===== src/rtl/fetch_pkg.sv =====
// Shared fetch definitions: the NOP encoding and the instruction queue entry layout.
package fetch_pkg;

  localparam logic [31:0] NOP = 32'h0000_0013;

  typedef struct packed {
    logic [31:0] pc;
    logic [31:0] insn;
    logic        misaligned;
  } fetch_entry_t;

  function automatic logic [31:0] word_align(input logic [31:0] addr);
    return {addr[31:2], 2'b00};
  endfunction

endpackage


===== src/rtl/fetch_queue.sv =====
// Small synchronous FIFO of fetched instructions; flush empties it and may load one entry at once.
module fetch_queue
  import fetch_pkg::*;
#(
  parameter  int DEPTH = 2,
  localparam int PTR_W = (DEPTH > 1) ? $clog2(DEPTH) : 1,
  localparam int CNT_W = $clog2(DEPTH + 1)
) (
  input  logic             clk,
  input  logic             reset,
  input  logic             push,
  input  fetch_entry_t     push_data,
  input  logic             pop,
  input  logic             flush,
  output fetch_entry_t     head,
  output logic             full,
  output logic             empty,
  output logic [CNT_W-1:0] count
);

  localparam logic [CNT_W-1:0] FULL_CNT = CNT_W'(DEPTH);

  logic [PTR_W-1:0] wr_ptr_reg;
  logic [PTR_W-1:0] rd_ptr_reg;
  logic [CNT_W-1:0] count_reg;
  logic [PTR_W-1:0] wr_idx;
  logic             do_push;
  logic             do_pop;
  fetch_entry_t     entries [DEPTH];

  function automatic logic [PTR_W-1:0] bump(input logic [PTR_W-1:0] ptr);
    return (ptr == PTR_W'(DEPTH - 1)) ? '0 : ptr + PTR_W'(1);
  endfunction

  // A flush restarts both pointers, so a push in the same cycle lands in slot 0.
  assign wr_idx  = flush ? '0 : wr_ptr_reg;
  assign do_push = push && (flush || (count_reg != FULL_CNT));
  assign do_pop  = pop && !flush && (count_reg != '0);

  for (genvar gi = 0; gi < DEPTH; gi++) begin : g_entry
    fetch_entry_t entry_reg;
    always_ff @(posedge clk) begin
      if (do_push && (wr_idx == PTR_W'(gi))) begin
        entry_reg <= push_data;
      end
    end
    assign entries[gi] = entry_reg;
  end

  always_ff @(posedge clk) begin
    if (reset) begin
      wr_ptr_reg <= '0;
      rd_ptr_reg <= '0;
      count_reg  <= '0;
    end else if (flush) begin
      rd_ptr_reg <= '0;
      wr_ptr_reg <= do_push ? bump('0) : '0;
      count_reg  <= do_push ? CNT_W'(1) : '0;
    end else begin
      if (do_push) wr_ptr_reg <= bump(wr_ptr_reg);
      if (do_pop)  rd_ptr_reg <= bump(rd_ptr_reg);
      case ({do_push, do_pop})
        2'b10:   count_reg <= count_reg + CNT_W'(1);
        2'b01:   count_reg <= count_reg - CNT_W'(1);
        default: count_reg <= count_reg;
      endcase
    end
  end

  assign head  = entries[rd_ptr_reg];
  assign full  = (count_reg == FULL_CNT);
  assign empty = (count_reg == '0);
  assign count = count_reg;

endmodule


===== src/rtl/fetch.sv =====
// Instruction fetch: PC generation, queue credit accounting and redirect handling.
// Define FETCH_MISALIGN_CHECK_EN to add insn_misaligned and trap misaligned redirect targets.
module fetch
  import fetch_pkg::*;
#(
  parameter logic [31:0] RESET_PC = 32'h0000_0000,
  parameter int          QDEPTH   = 2
) (
  input  logic        clk,
  input  logic        reset,
  output logic [31:0] imem_addr,
  output logic        imem_re,
  input  logic [31:0] imem_rdata,
  input  logic        redirect_en,
  input  logic [31:0] redirect_pc,
  output logic        insn_valid,
  output logic [31:0] insn,
  output logic [31:0] insn_pc,
  input  logic        insn_ready
`ifdef FETCH_MISALIGN_CHECK_EN
  ,
  output logic        insn_misaligned
`endif
);

  localparam int CNT_W = $clog2(QDEPTH + 1);
  localparam int OCC_W = CNT_W + 1;

  logic [31:0]      pc_reg;
  logic             inflight_reg;
  logic [31:0]      inflight_pc_reg;
  logic             halt_reg;

  logic [CNT_W-1:0] q_count;
  logic             q_full;
  logic             q_empty;
  fetch_entry_t     q_head;
  fetch_entry_t     push_data;
  logic             push;
  logic             pop;
  logic             issue;
  logic             redirect_bad;
  logic             credit_ok;
  logic [OCC_W-1:0] occupancy;
  logic [31:0]      target;

  assign target = word_align(redirect_pc);

`ifdef FETCH_MISALIGN_CHECK_EN
  assign redirect_bad = redirect_en && (redirect_pc[1:0] != 2'b00);
`else
  assign redirect_bad = 1'b0;
`endif

  // A redirect flushes the queue, so a pop in that cycle is meaningless.
  assign pop = insn_valid && insn_ready && !redirect_en;

  // Entries held plus the one word on its way back must fit once this cycle's pop leaves.
  assign occupancy = OCC_W'(q_count) + OCC_W'(inflight_reg) - OCC_W'(pop);
  assign credit_ok = occupancy < OCC_W'(QDEPTH);

  always_comb begin
    issue = 1'b0;
    if (reset) begin
      issue = 1'b0;
    end else if (redirect_en) begin
      issue = !redirect_bad;
    end else begin
      issue = !halt_reg && credit_ok;
    end
  end

  assign imem_re   = issue;
  assign imem_addr = redirect_en ? target : pc_reg;

  always_comb begin
    push      = inflight_reg && !redirect_en;
    push_data = '{pc: inflight_pc_reg, insn: imem_rdata, misaligned: 1'b0};
    if (redirect_bad) begin
      push      = 1'b1;
      push_data = '{pc: redirect_pc, insn: NOP, misaligned: 1'b1};
    end
  end

  always_ff @(posedge clk) begin
    if (reset) begin
      pc_reg          <= RESET_PC;
      inflight_reg    <= 1'b0;
      inflight_pc_reg <= RESET_PC;
      halt_reg        <= 1'b0;
    end else begin
      inflight_reg <= issue;
      if (issue) inflight_pc_reg <= imem_addr;
      if (redirect_en) begin
        pc_reg   <= issue ? target + 32'd4 : target;
        halt_reg <= redirect_bad;
      end else if (issue) begin
        pc_reg <= pc_reg + 32'd4;
      end
    end
  end

  fetch_queue #(
    .DEPTH(QDEPTH)
  ) u_queue (
    .clk      (clk),
    .reset    (reset),
    .push     (push),
    .push_data(push_data),
    .pop      (pop),
    .flush    (redirect_en),
    .head     (q_head),
    .full     (q_full),
    .empty    (q_empty),
    .count    (q_count)
  );

  assign insn_valid = !q_empty;
  assign insn       = q_empty ? NOP : q_head.insn;
  assign insn_pc    = q_empty ? RESET_PC : q_head.pc;

`ifdef FETCH_MISALIGN_CHECK_EN
  assign insn_misaligned = !q_empty && q_head.misaligned;
`endif

  // Full is implied by the credit check; low target bits only matter with the misalign trap.
  logic unused_bits;
  assign unused_bits = q_full ^ q_head.misaligned ^ redirect_pc[1] ^ redirect_pc[0];

endmodule


===== config.mk =====
export PLATFORM = sky130hd
export DESIGN_NAME = fetch
export DESIGN_NICKNAME = d
export VERILOG_FILES = /design/src/rtl/fetch_pkg.sv /design/src/rtl/fetch_queue.sv /design/src/rtl/fetch.sv
export SDC_FILE = /design/constraint.sdc
export NUM_CORES = 1
export LEC_CHECK = 0
export BUFFER_PORTS_ARGS = -buffer_cell sky130_fd_sc_hd__buf_2
export CORE_MARGIN = 2
export CORE_UTILIZATION = 40
export DETAILED_ROUTE_END_ITERATION = 10
export SKIP_CTS_REPAIR_TIMING = 1
export SYNTH_ARGS = -nofsm -noshare
export SYNTH_HDL_FRONTEND = slang
export SYNTH_SLANG_ARGS = --single-unit

===== constraint.sdc =====
create_clock -name clk -period 9.6 [get_ports clk]
set_clock_uncertainty 0.2 [all_clocks]
set_input_delay 1.44 -clock clk [delete_from_list [all_inputs] [get_ports clk]]
set_output_delay 1.44 -clock clk [all_outputs]
set_load 0.01 [all_outputs]

# Word-level counts from Yosys, hierarchy flattened
# Cells that the tools add are included.
[totals]
regBits = 197
input_bits = 68
out_inout_bits = 98
word_cells = 62
[op_classes]
addsub = 8
magnitude_cmp = 2
n_eq_ne = 3
n_mux = 20
bitwise = 2
n_reduce_logical = 17
[op_table]
columns = ["operator", "count"]
rows = [
  ["$mux W65", 3],
  ["$mux W32", 6],
  ["$add A32 B3 Y32 const B", 2],
  ["$mux W1", 9],
  ["$logic_and A1 B1 Y1", 8],
  ["$reduce_bool A2 Y1", 3],
  ["$pmux W2 S2", 1],
  ["$add A2 B1 Y3", 1],
  ["$lt A3 B2 Y1 const B", 1],
  ["$reduce_bool A3 Y1", 1],
  ["$sub A3 B1 Y3", 1],
  ["$add A1 B1 Y1 const B", 2],
  ["$add A2 B1 Y2 const B", 1],
  ["$eq A2 B1 Y1 const B", 1],
  ["$eq A2 B2 Y1 const B", 1],
  ["$ge A2 B2 Y1 const B", 1],
  ["$logic_not A1 Y1", 2],
  ["$logic_not A2 Y1", 1],
  ["$mux W2", 1],
  ["$ne A2 B2 Y1 const B", 1],
  ["$not A1 Y2", 1],
  ["$reduce_or A2 Y1", 1],
  ["$sub A2 B1 Y2 const B", 1],
  ["$logic_or A1 B1 Y1", 1],
  ["$not A1 Y1", 1],
]

# Longest topological paths before layout
# Gate-level depths: netlist of run 1.
[logic_depth]
depth_word = 10
mapped_depth = 15
mapped_depth_nobuf = 13

# Modules after synthesis
# From an unflattened synthesis of run 1, not the netlist that was laid out.
[unflattened]
hier_cells = 784
area_unflattened_um2 = 9105.0
[modules_own_cells]
columns = ["mod", "n_inst", "cells_each", "area_each_um2", "seq_area_each_um2"]
rows = [
  ["fetch_queue", 1, 231, 4909.7, 3983.8],
  ["fetch", 1, 553, 4195.3, 1241.2],
]

# Least setup slack after synthesis of run 1
# OpenSTA, ideal clock, no wires.
[synth_path]
kind = "input port to flip-flop"
start = "in redirect_en"
end = "reg u_queue.g_entry[1].entry_reg (netlist bit u_queue.entries[10]), enable pin"
setup_ps = 575
arrival_ps = 6925
required_time_ps = 8825
path_slack_ps = 1900
cell_stages = 5
path_buffers = 4
cell_sequence = "buf_2 -> buf_1 -> clkbuf_1 -> buf_1 -> nor3b_1"
[synth_between]
elab_chain_cells = 4
word_cells_on_any_way = 6
classes_between = "mux: 1; reduce/logical: 5"
[synth_rtl]
columns = ["item", "line_no", "rtl"]
rows = [
  ["from (decl)", "fetch.sv:14", "input logic redirect_en,"],
  ["$logic_not A1 Y1", "fetch.sv:77", "push = inflight_reg && !redirect_en;"],
  ["$logic_and A1 B1 Y1", "fetch.sv:77", ""],
  ["$logic_and A1 B1 Y1", "fetch_queue.sv:37", "assign do_push = push && (flush || (count_reg != FULL_CNT));"],
  ["$logic_and A1 B1 Y1 (*)", "fetch_queue.sv:43", "if (do_push && (wr_idx == PTR_W'(gi))) begin"],
  ["to (signal assigned)", "fetch_queue.sv:44", "entry_reg <= push_data;"],
  ["to (decl)", "fetch_queue.sv:41", "fetch_entry_t entry_reg;"],
]
# Mark *: on every way between the ends. The rest lies on a longest branch, timed or not.
# A chain may end at the register's enable or synchronous reset.

# Worst setup path in the final report of run 1
[layout_path]
start = "in redirect_en"
end = "out imem_re"
[layout_between]
elab_chain_cells = 6
[layout_rtl]
columns = ["item", "line_no", "rtl"]
rows = [
  ["$logic_not A1 Y1", "fetch.sv:56", "assign pop = insn_valid && insn_ready && !redirect_en;"],
  ["$logic_and A1 B1 Y1", "fetch.sv:56", ""],
  ["$sub A3 B1 Y3", "fetch.sv:59", "assign occupancy = OCC_W'(q_count) + OCC_W'(inflight_reg) - OCC_W'(pop);"],
  ["$lt A3 B2 Y1", "fetch.sv:60", "assign credit_ok = occupancy < OCC_W'(QDEPTH);"],
  ["$mux W1 (*)", "fetch.sv:66", "end else if (redirect_en) begin"],
  ["$mux W1 (*)", "fetch.sv:64", "if (reset) begin"],
  ["to (decl)", "fetch.sv:12", "output logic imem_re,"],
]
# Marked as above.

==> impl_metrics.csv, run 1 <==
group,metric,value,unit
worst_setup_path,critPathLaunchType,"input port",
synth,avgSynthCellArea,11.5,µm²
placed_design,port_buffers,161,
worst_setup_path,critical_path_arrival,3.88,ns
power,ir_drop,0.112,mV
synth,synth_edf_count,126,
sta,hold_viol_final,0,
grt,gr-total-overflow,0,
synth,synth_cell_type_count,54,
worst_hold_path,hp-class,"reg -> reg",
cells_and_area,area_growth,18.5,%
worst_setup_path,critPathKind,"in -> out",
grt,grt_pass1_wl,30.1,mm
cells_and_area,antennaDiodeCount,0,
route,vias,6017,
worst_setup_path,critical_path.max_stage_delay,0.62,ns
grt,grt_pass1_vias,5694,
worst_setup_path,worstPathRequired,7.96,ns
synth,synthArstFlopShare,0,%
synth,synthFlopType,"edfxtp_1",
cts,cts_tree,"yes",
floorplanning,ios,166,
power,p_leak,3.88,nW
synth,netlist_area,8660,µm²
placed_design,place_hpwl,13.0,mm
sta,fin_crit,5.52,ns
sta,worstMarginPinSlew,0.948,ns
cts,htree_levels,4,
cells_and_area,n_fill_cell,1985,
floorplanning,fp.coreArea,21200,µm²
worst_setup_path,cp_max_fo,73,
sta,max_freq,181,MHz
synth,synthCells,754,
floorplanning,fp.dieArea,22800,µm²
route,via_per_inst,5.06,
cts,clk_pin_slew,0.07,ns
synth,ys_seq_area_share,59.0,%
grt,grt_max_degree,74,
cts,ctsRootBufferMaster,"clkbuf_16",
route,drc,0,
cells_and_area,most-common-layout-cells,"161 x buf_2, 153 x nor2_1, 126 x edfxtp_1",
floorplanning,die_x,151,µm
synth,synth_area_leaders,"edfxtp_1 44%, dfxtp_1 15%, mux2i_1 7.7%",
cells_and_area,drive_above_1_share,26.6,%
power,powerDensity,175,nW/µm²
grt,antenna_found_initial,0,
worst_setup_path,r2r_slack,4.55,ns
cells_and_area,largest_register_ffs,126,
synth,yosys_warnings,0,
sta,fin_setup_tns,0,ns
route,routed_wl,19.5,mm
worst_setup_path,cp_num_buf_inv,3,
cells_and_area,final_nets,972,
power,finalPower,1.80,mW
placed_design,gp_congestion,0.835,
route,ant_nets,0,
cells_and_area,layout_commonest_cell,"buf_2",
sta,rsz0062_at_grt,"no",
status,status,"completed",
floorplanning,initial_core_util,40.9,%
cts,clock-sinks,192,
sta,drv_slew,0,
floorplanning,die_height,151,µm
synth,synth_top_area_cell,"edfxtp_1",
sta,slew_headroom,36.5,%
sta,setup-violations-final,0,
floorplanning,rows,53,
worst_setup_path,critPathCaptureType,"output port",
flow_run,cap_violations,0,
placed_design,placed_area,9720,µm²
synth,synth_top_area_share,43.7,%
cts,clk_latency,0.43,ns
worst_setup_path,crit_slowest_cell,"buf_4",
route,drt_iter0_markers,348,
route,dr.pass1.iters,4,
synth,ys_ff_latch,192,
route,post_drt_wl_per_cell,16.4,µm
grt,grt_usage,17.2,%
cts,cts_buffers,17,
cts,ctsLongestPathBuffers,2,
cells_and_area,post-route-util,48.5,%
worst_setup_path,crit_chain,"buf_2 > buf_4 > nor2_1 > ha_1 > nand2b_1 > fa_1 > xnor2_4 > a21oi_2 > nor2_1 > buf_2",
worst_setup_path,critical-path-top-delay-family,"buffers and inverters",
cells_and_area,final_area,10300,µm²
sta,finalCritPeriodShare,57.5,%
-- synth_stat cells (16+ instances only) --
| master | instances |
|---|---|
| clkbuf_1 | 29 |
| dfxtp_1 | 66 |
| edfxtp_1 | 126 |
| mux2_2 | 22 |
| mux2i_1 | 67 |
| nand2_1 | 31 |
| nand3_1 | 16 |
| nand4_1 | 18 |
| nor2_1 | 154 |
| nor3_1 | 44 |
| xnor2_1 | 27 |
| xor2_1 | 24 |
-- worst paths after layout --
check,from,endpoint,cells past startpoint
min,inflight_pc_reg[20],u_queue.entries[118],0
max,redirect_en,imem_re,10
max reg2reg,u_queue.count[1],pc_reg[23],14
min reg2reg,inflight_pc_reg[20],u_queue.entries[118],0
-- cells by family after synthesis --
kind of cell	after synthesis	share of synthesized area [%]
buffers and inverters	54	2.54
multiplexers	89	10.6
adder cells (fa/ha/maj)	4	0.665
AO/OA/AOI/OAI	55	4.48
AND/OR/NAND/NOR	307	17.2
flip-flops	192	59.0
XOR/XNOR	52	5.48
other	1	0.0433
-- routing by layer --
layer / vias up / global-route usage (%) / part of all wire, %
met1: 2837 / 23.2 / 46
met5: - / 0 / 0
li1: 2989 / - / -
met2: 169 / 27.8 / 46
met4: 0 / 5.84 / 1.8
met3: 22 / 3.43 / 5.5
-- per-stage QoR --
stage | instances | hold slack, ns | setup WS [ns]
6_report | 1188 | 0.253 | 4.08
3_5_place_dp | 1156 | 0.237 | 3.85
3_3_place_gp | 1156 | 0.233 | 3.87
5_1_grt | 1188 | 0.265 | 3.94
2_1_floorplan | 755 | 0.218 | 1.90
4_1_cts | 1188 | 0.251 | 4.06
-- final cells by class --
| class | count | area (µm²) | area share, % |
|---|---|---|---|
| clock inverter | 15 | 120 | 1.17 |
| inverter | 12 | 45.0 | 0.439 |
| clock buffer | 17 | 425 | 4.15 |
| timing repair buffer | 168 | 858 | 8.36 |
| tap | 275 | 344 | 3.35 |
| multi-input combinational | 509 | 3360 | 32.7 |
| sequential | 192 | 5110 | 49.8 |
-- worst register-to-register path, cell delays in order (launching register included) --
cell and delay, ns:
dfxtp_1 0.47, nor2_4 0.15, buf_4 0.52, inv_1 0.29, nand2_1 0.20, nor2_1 0.06
ha_1 0.29, nand2b_1 0.15, fa_1 0.60, inv_1 0.13, o21ai_4 0.77, nand2_1 0.39
nor4_1 0.42, xnor2_1 0.10, a211oi_1 0.22
-- report_power, final --
| part | internal, mW | switching (mW) |
|---|---|---|
| sequential | 0.926 | 0.0255 |
| combinational | 0.0733 | 0.115 |
| clock | 0.338 | 0.322 |
| total | 1.34 | 0.463 |
Note: power is estimated with default switching activity, not from simulation.
==> run 2, diff against run 1 <==
==> constraint.sdc (replaced) <==
create_clock -name clk -period 5.6 [get_ports clk]
set_clock_uncertainty 0.2 [all_clocks]
set_input_delay 0.84 -clock clk [delete_from_list [all_inputs] [get_ports clk]]
set_output_delay 0.84 -clock clk [all_outputs]
set_load 0.01 [all_outputs]
==> run 2 against run 1 <==
Design area rose by 0.67%. Count of clock-buffer cells in the layout rose by 2. Flip-flop and latch count did not move. Non-clock buffer count rose by 3. Core utilization rose by 0.33 points. Critical endpoint unchanged. Highest routed layer unchanged.
==> impl_metrics.csv, run 2 (same netlist as run 1, synthesis figures left out) <==
group,metric,value,unit
status,status,"completed",
power,powerDensity,306,nW/µm²
worst_setup_path,r2r_slack,1.52,ns
cells_and_area,final_nets,975,
route,post_drt_wl_per_cell,16.6,µm
cts,clk_pin_slew,0.06,ns
worst_setup_path,crit_chain,"nor2_4 > inv_1 > nand2_1 > nor2_1 > ha_1 > nand2b_1 > fa_1 > xnor2_4 > a21oi_2 > buf_4 > nor2_1 > buf_2",
route,drt_iter0_markers,417,
cts,ctsRootBufferMaster,"clkbuf_16",
floorplanning,rows,53,
cells_and_area,area_growth,19.3,%
flow_run,cap_violations,0,
power,p_leak,3.92,nW
worst_setup_path,r2r-start,"u_queue.count[1]",
floorplanning,ios,166,
worst_setup_path,critPathCaptureType,"output port",
power,power_frac_comb,10.3,%
power,switchingPower,0.777,mW
cells_and_area,largest_register_ffs,126,
cells_and_area,layout_commonest_cell,"buf_2",
placed_design,placed_cells,1159,
cells_and_area,fin_cells,1191,
sta,max_freq,233,MHz
floorplanning,fp.dieArea,22800,µm²
grt,grt_pass1_vias,5687,
cells_and_area,antennaDiodeCount,0,
worst_hold_path,min_from,"inflight_pc_reg[2]",
cts,clock-sinks,192,
sta,fin_crit,4.30,ns
cts,htree_levels,4,
worst_setup_path,critical_path_arrival,3.26,ns
placed_design,place_hpwl,13.4,mm
power,switching_share,24.6,%
power,ir_drop,0.188,mV
cells_and_area,final_area,10300,µm²
cts,cts_buffers,17,
sta,worstMarginPinSlew,0.876,ns
cts,ctsLongestPathBuffers,2,
worst_setup_path,critical_path.max_stage_delay,0.65,ns
worst_hold_path,min_delay_path_depth,0,
floorplanning,die_height,151,µm
sta,hold_viol_final,0,
cells_and_area,most-common-layout-cells,"161 x buf_2, 153 x nor2_1, 126 x edfxtp_1",
cells_and_area,n_fill_cell,1997,
route,dr.pass1.iters,5,
floorplanning,die_x,151,µm
worst_setup_path,critPathKind,"reg -> out",
grt,grt_max_degree,73,
power,internal_power,2.38,mW
floorplanning,fp.coreArea,21200,µm²
grt,grt_usage,17.3,%
worst_hold_path,min_to,"u_queue.entries[35]",
worst_setup_path,worstPathRequired,4.56,ns
floorplanning,initial_core_util,40.9,%
worst_setup_path,rr_worst_depth,13,
placed_design,placed_area,9740,µm²
grt,grt_pass1_wl,30.4,mm
grt,antenna_found_initial,0,
cts,cts_tree,"yes",
route,routed_wl,19.8,mm
placed_design,post-place-ws,1.44,ns
worst_setup_path,crit_slowest_cell,"dfxtp_1",
cells_and_area,drive_above_1_share,26.9,%
sta,fin_setup_tns,0,ns
sta,setup-violations-final,0,
worst_setup_path,path_common_cell,"nor2_1",
worst_setup_path,cp_max_fo,16,
placed_design,port_buffers,161,
route,via_per_inst,5.09,
route,ant_nets,0,
sta,drv_slew,0,
worst_setup_path,r2r-end,"pc_reg[11]",
route,vias,6061,
power,clkPwrFrac,38.1,%
worst_setup_path,critPathLaunchType,"flop",
sta,slew_headroom,41.6,%
sta,rsz0062_at_grt,"no",
grt,gr-total-overflow,0,
sta,finalCritPeriodShare,76.8,%
sta,worst_slack,1.30,ns
route,drc,0,
power,seqPwrFrac,51.7,%
placed_design,gp_congestion,0.828,
worst_hold_path,hp-class,"reg -> reg",
cts,clk_latency,0.43,ns
[run 2: cell types whose count changed in the layout (fill, tap and decap cells not counted), sizes merged]
cell,previous run,this run
buf,168,171
bufinv,0,2
clkbuf,17,19
clkinv,5,6
clkinvlp,2,1
inv,20,16
[run 2: worst max-delay path: cells and delay by family (launching register included)]
| kind | cells | cell delay (ns) |
|---|---|---|
| buffers and inverters | 3 | 0.59 |
| AND/OR/NAND/NOR | 5 | 0.51 |
| AO/OA/AOI/OAI | 1 | 0.18 |
| adder cells (fa/ha/maj) | 2 | 0.71 |
| XOR/XNOR | 1 | 0.19 |
| flip-flops | 1 | 0.65 |
[run 2: worst max path at each step]
stage / from / to / slack [ns] / cells past startpoint
5_1_grt: u_queue.count[1] / imem_re / 1.01 / 12
3_3_place_gp: insn_ready / pc_reg[11] / 1.45 / 12
6_report: u_queue.count[1] / imem_re / 1.30 / 12
4_1_cts: u_queue.count[1] / imem_re / 1.19 / 12
3_5_place_dp: insn_ready / pc_reg[11] / 1.44 / 12
2_1_floorplan: redirect_en / imem_re / 0.67 / 12
[run 2: power groups by stage]
stage / combinational [mW] / sequential (mW) / clock [mW]
2_1_floorplan: 0.206 / 1.65 / 0
3_3_place_gp: 0.325 / 1.66 / 0
3_5_place_dp: 0.328 / 1.66 / 0
4_1_cts: 0.330 / 1.63 / 1.23
5_1_grt: 0.362 / 1.64 / 1.28
6_report: 0.324 / 1.63 / 1.20
[run 2: final cells by class]
| cell class | count | area, µm² | share of cell area [%] |
|---|---|---|---|
| clock buffer | 19 | 433 | 4.19 |
| clock inverter | 13 | 154 | 1.49 |
| inverter | 12 | 45.0 | 0.436 |
| multi-input combinational | 509 | 3360 | 32.6 |
| sequential | 192 | 5110 | 49.5 |
| tap | 275 | 344 | 3.33 |
| timing repair buffer | 171 | 881 | 8.53 |
[run 2: per-layer routing]
metal,vias up,track usage (%),share of wire (%)
met3,22,3.13,5.3
met1,2859,23.7,46
li1,3008,-,-
met4,0,5.42,1.6
met5,-,0,0
met2,172,28.1,47
[run 2: per-stage QoR]
stage	power, mW	utilization [%]	hold WS (ns)
CTS	3.19	48.8	0.255
detailed placement	1.99	46.1	0.239
finish	3.16	48.8	0.256
global placement	1.99	46.1	0.229
global route	3.29	48.8	0.263
floorplan	1.86	-	0.218
==> run 3, diff against run 2 <==
==> constraint.sdc (replaced) <==
create_clock -name clk -period 4.3 [get_ports clk]
set_clock_uncertainty 0.2 [all_clocks]
set_input_delay 0.645 -clock clk [delete_from_list [all_inputs] [get_ports clk]]
set_output_delay 0.645 -clock clk [all_outputs]
set_load 0.01 [all_outputs]
==> run 3 against run 2 <==
Register-to-register slack lost 0.79 ns. Core utilization down 0.10 points. Non-clock buffer count increased by 4. Design area decreased by 0.21%. First-iteration DRC count decreased by 30%. Sequential share of layout area is 0.10 points higher. Highest routed layer unchanged.
==> impl_metrics.csv, run 3 (same netlist as run 1, synthesis figures left out) <==
group,metric,value,unit
status,status,"completed",
power,powerDensity,387,nW/µm²
worst_setup_path,crit_path_start,"u_queue.count[0]",
worst_setup_path,cp_max_fo,19,
sta,fin_setup_tns,0,ns
sta,hold_viol_final,0,
cells_and_area,final_nets,979,
sta,rsz0062_at_grt,"no",
grt,grt_max_degree,73,
grt,grt_pass1_wl,30.0,mm
cells_and_area,fin_cells,1196,
floorplanning,die_x,151,µm
worst_setup_path,critical_path_arrival,3.12,ns
cts,clk_pin_slew,0.07,ns
floorplanning,fp.dieArea,22800,µm²
sta,setup-violations-final,0,
cts,ctsRootBufferMaster,"clkbuf_16",
grt,grt_pass1_vias,5661,
route,routed_wl,19.8,mm
route,maxUsedRoutingLayer,"met4",
worst_setup_path,r2r-start,"u_queue.count[0]",
route,drt_iter0_markers,292,
worst_setup_path,critPathCaptureType,"output port",
cts,htree_levels,4,
floorplanning,fp.coreArea,21200,µm²
route,ant_nets,0,
floorplanning,rows,53,
cts,clk_latency,0.43,ns
cts,cts_buffers,17,
route,post_drt_wl_per_cell,16.5,µm
route,dr_wl_met3,916,µm
placed_design,placed_cells,1163,
floorplanning,die_height,151,µm
grt,antenna_found_initial,1,
power,p_leak,3.91,nW
cells_and_area,drive_above_1_share,27.2,%
floorplanning,ios,166,
floorplanning,initial_core_util,40.9,%
flow_run,cap_violations,0,
worst_setup_path,rr_worst_depth,14,
worst_setup_path,critPathLaunchType,"flop",
route,dr.pass1.iters,4,
cells_and_area,most-common-layout-cells,"161 x buf_2, 153 x nor2_1, 126 x edfxtp_1",
worst_setup_path,r2r_slack,0.73,ns
worst_hold_path,hp-class,"in -> reg",
placed_design,port_buffers,161,
route,drc,0,
worst_setup_path,worstPathRequired,3.45,ns
route,m1WireLength,9.23,mm
worst_setup_path,cp-endpoint,"imem_re",
sta,slew_headroom,41.4,%
route,wl_met2,9.26,mm
cts,cts_tree,"yes",
cts,clock-sinks,192,
route,vias,6079,
placed_design,place_hpwl,13.2,mm
sta,finalCritPeriodShare,92.3,%
cells_and_area,largest_register_ffs,126,
placed_design,gp_congestion,0.815,
sta,worstMarginPinSlew,0.879,ns
cells_and_area,layout_commonest_cell,"buf_2",
sta,fin_crit,3.97,ns
sta,drv_slew,0,
worst_setup_path,critPathKind,"reg -> out",
cells_and_area,area_growth,19.1,%
sta,max_freq,252,MHz
grt,grt_usage,17.2,%
cts,ctsLongestPathBuffers,2,
power,ir_drop,0.240,mV
grt,gr-total-overflow,0,
route,via_per_inst,5.08,
worst_setup_path,r2r-end,"pc_reg[22]",
[run 3: cell types whose count changed in the layout (fill, tap and decap cells not counted)]
| cell | delta |
|---|---|
| inv_8 | -1 |
| inv_6 | -1 |
| clkinv_4 | -2 |
| clkinvlp_4 | +2 |
| buf_4 | +4 |
| diode_2 | +1 |
| bufinv_16 | -2 |
| clkinv_2 | +3 |
| clkbuf_8 | +1 |
[run 3: layout make-up]
cell class / instances / area, µm²
fill: 2011 / 10800
clock buffer: 20 / 447
tap: 275 / 344
multi-input combinational: 509 / 3360
antenna: 1 / 2.50
inverter: 12 / 45.0
sequential: 192 / 5110
clock inverter: 12 / 86.3
timing repair buffer: 175 / 911
[run 3: how the worst min path moves through the flow]
stage / startpoint / end / slack, ns / depth (start not counted)
CTS: imem_rdata[27] / u_queue.entries[93] / 0.18 / 1
detailed placement: inflight_pc_reg[27] / u_queue.entries[60] / 0.24 / 0
finish: imem_rdata[27] / u_queue.entries[93] / 0.21 / 1
global route: imem_rdata[10] / u_queue.entries[11] / 0.18 / 1
floorplan: inflight_pc_reg[1] / u_queue.entries[34] / 0.22 / 0
global placement: inflight_pc_reg[16] / u_queue.entries[114] / 0.23 / 0
[run 3: per-layer routing]
layer | up-vias | track usage [%]
li1 | 3005 | -
met5 | - | 0
met3 | 25 | 3.73
met2 | 147 | 28.0
met1 | 2902 | 22.8
met4 | 0 | 5.75
[run 3: power by group]
group / switching [mW] / internal, mW / total (mW)
combinational: 0.254 / 0.166 / 0.421
clock: 0.681 / 0.757 / 1.44
sequential: 0.0598 / 2.07 / 2.13
[run 3: through the flow]
step	worst slack (ns)	power [mW]	hold WS [ns]	util, %	instance area (µm²)
after global placement	0.619	2.59	0.234	46.2	9770
after floorplan	0.0570	2.42	0.218	-	8690
after global routing	0.0657	4.15	0.178	48.7	10300
final	0.331	3.99	0.205	48.7	10300
after detailed placement	0.608	2.59	0.241	46.2	9770
after CTS	0.253	4.02	0.183	48.7	10300
[run 3: critical path: stages (launching register included)]
cell and delay, ns:
dfxtp_1 0.45, nor2_4 0.05, inv_1 0.17, nand2_1 0.12
nor2_1 0.12, ha_1 0.23, nand2b_1 0.15, fa_1 0.48
xnor2_4 0.19, a21oi_2 0.23, buf_4 0.31, nor2_1 0.07
buf_2 0.14
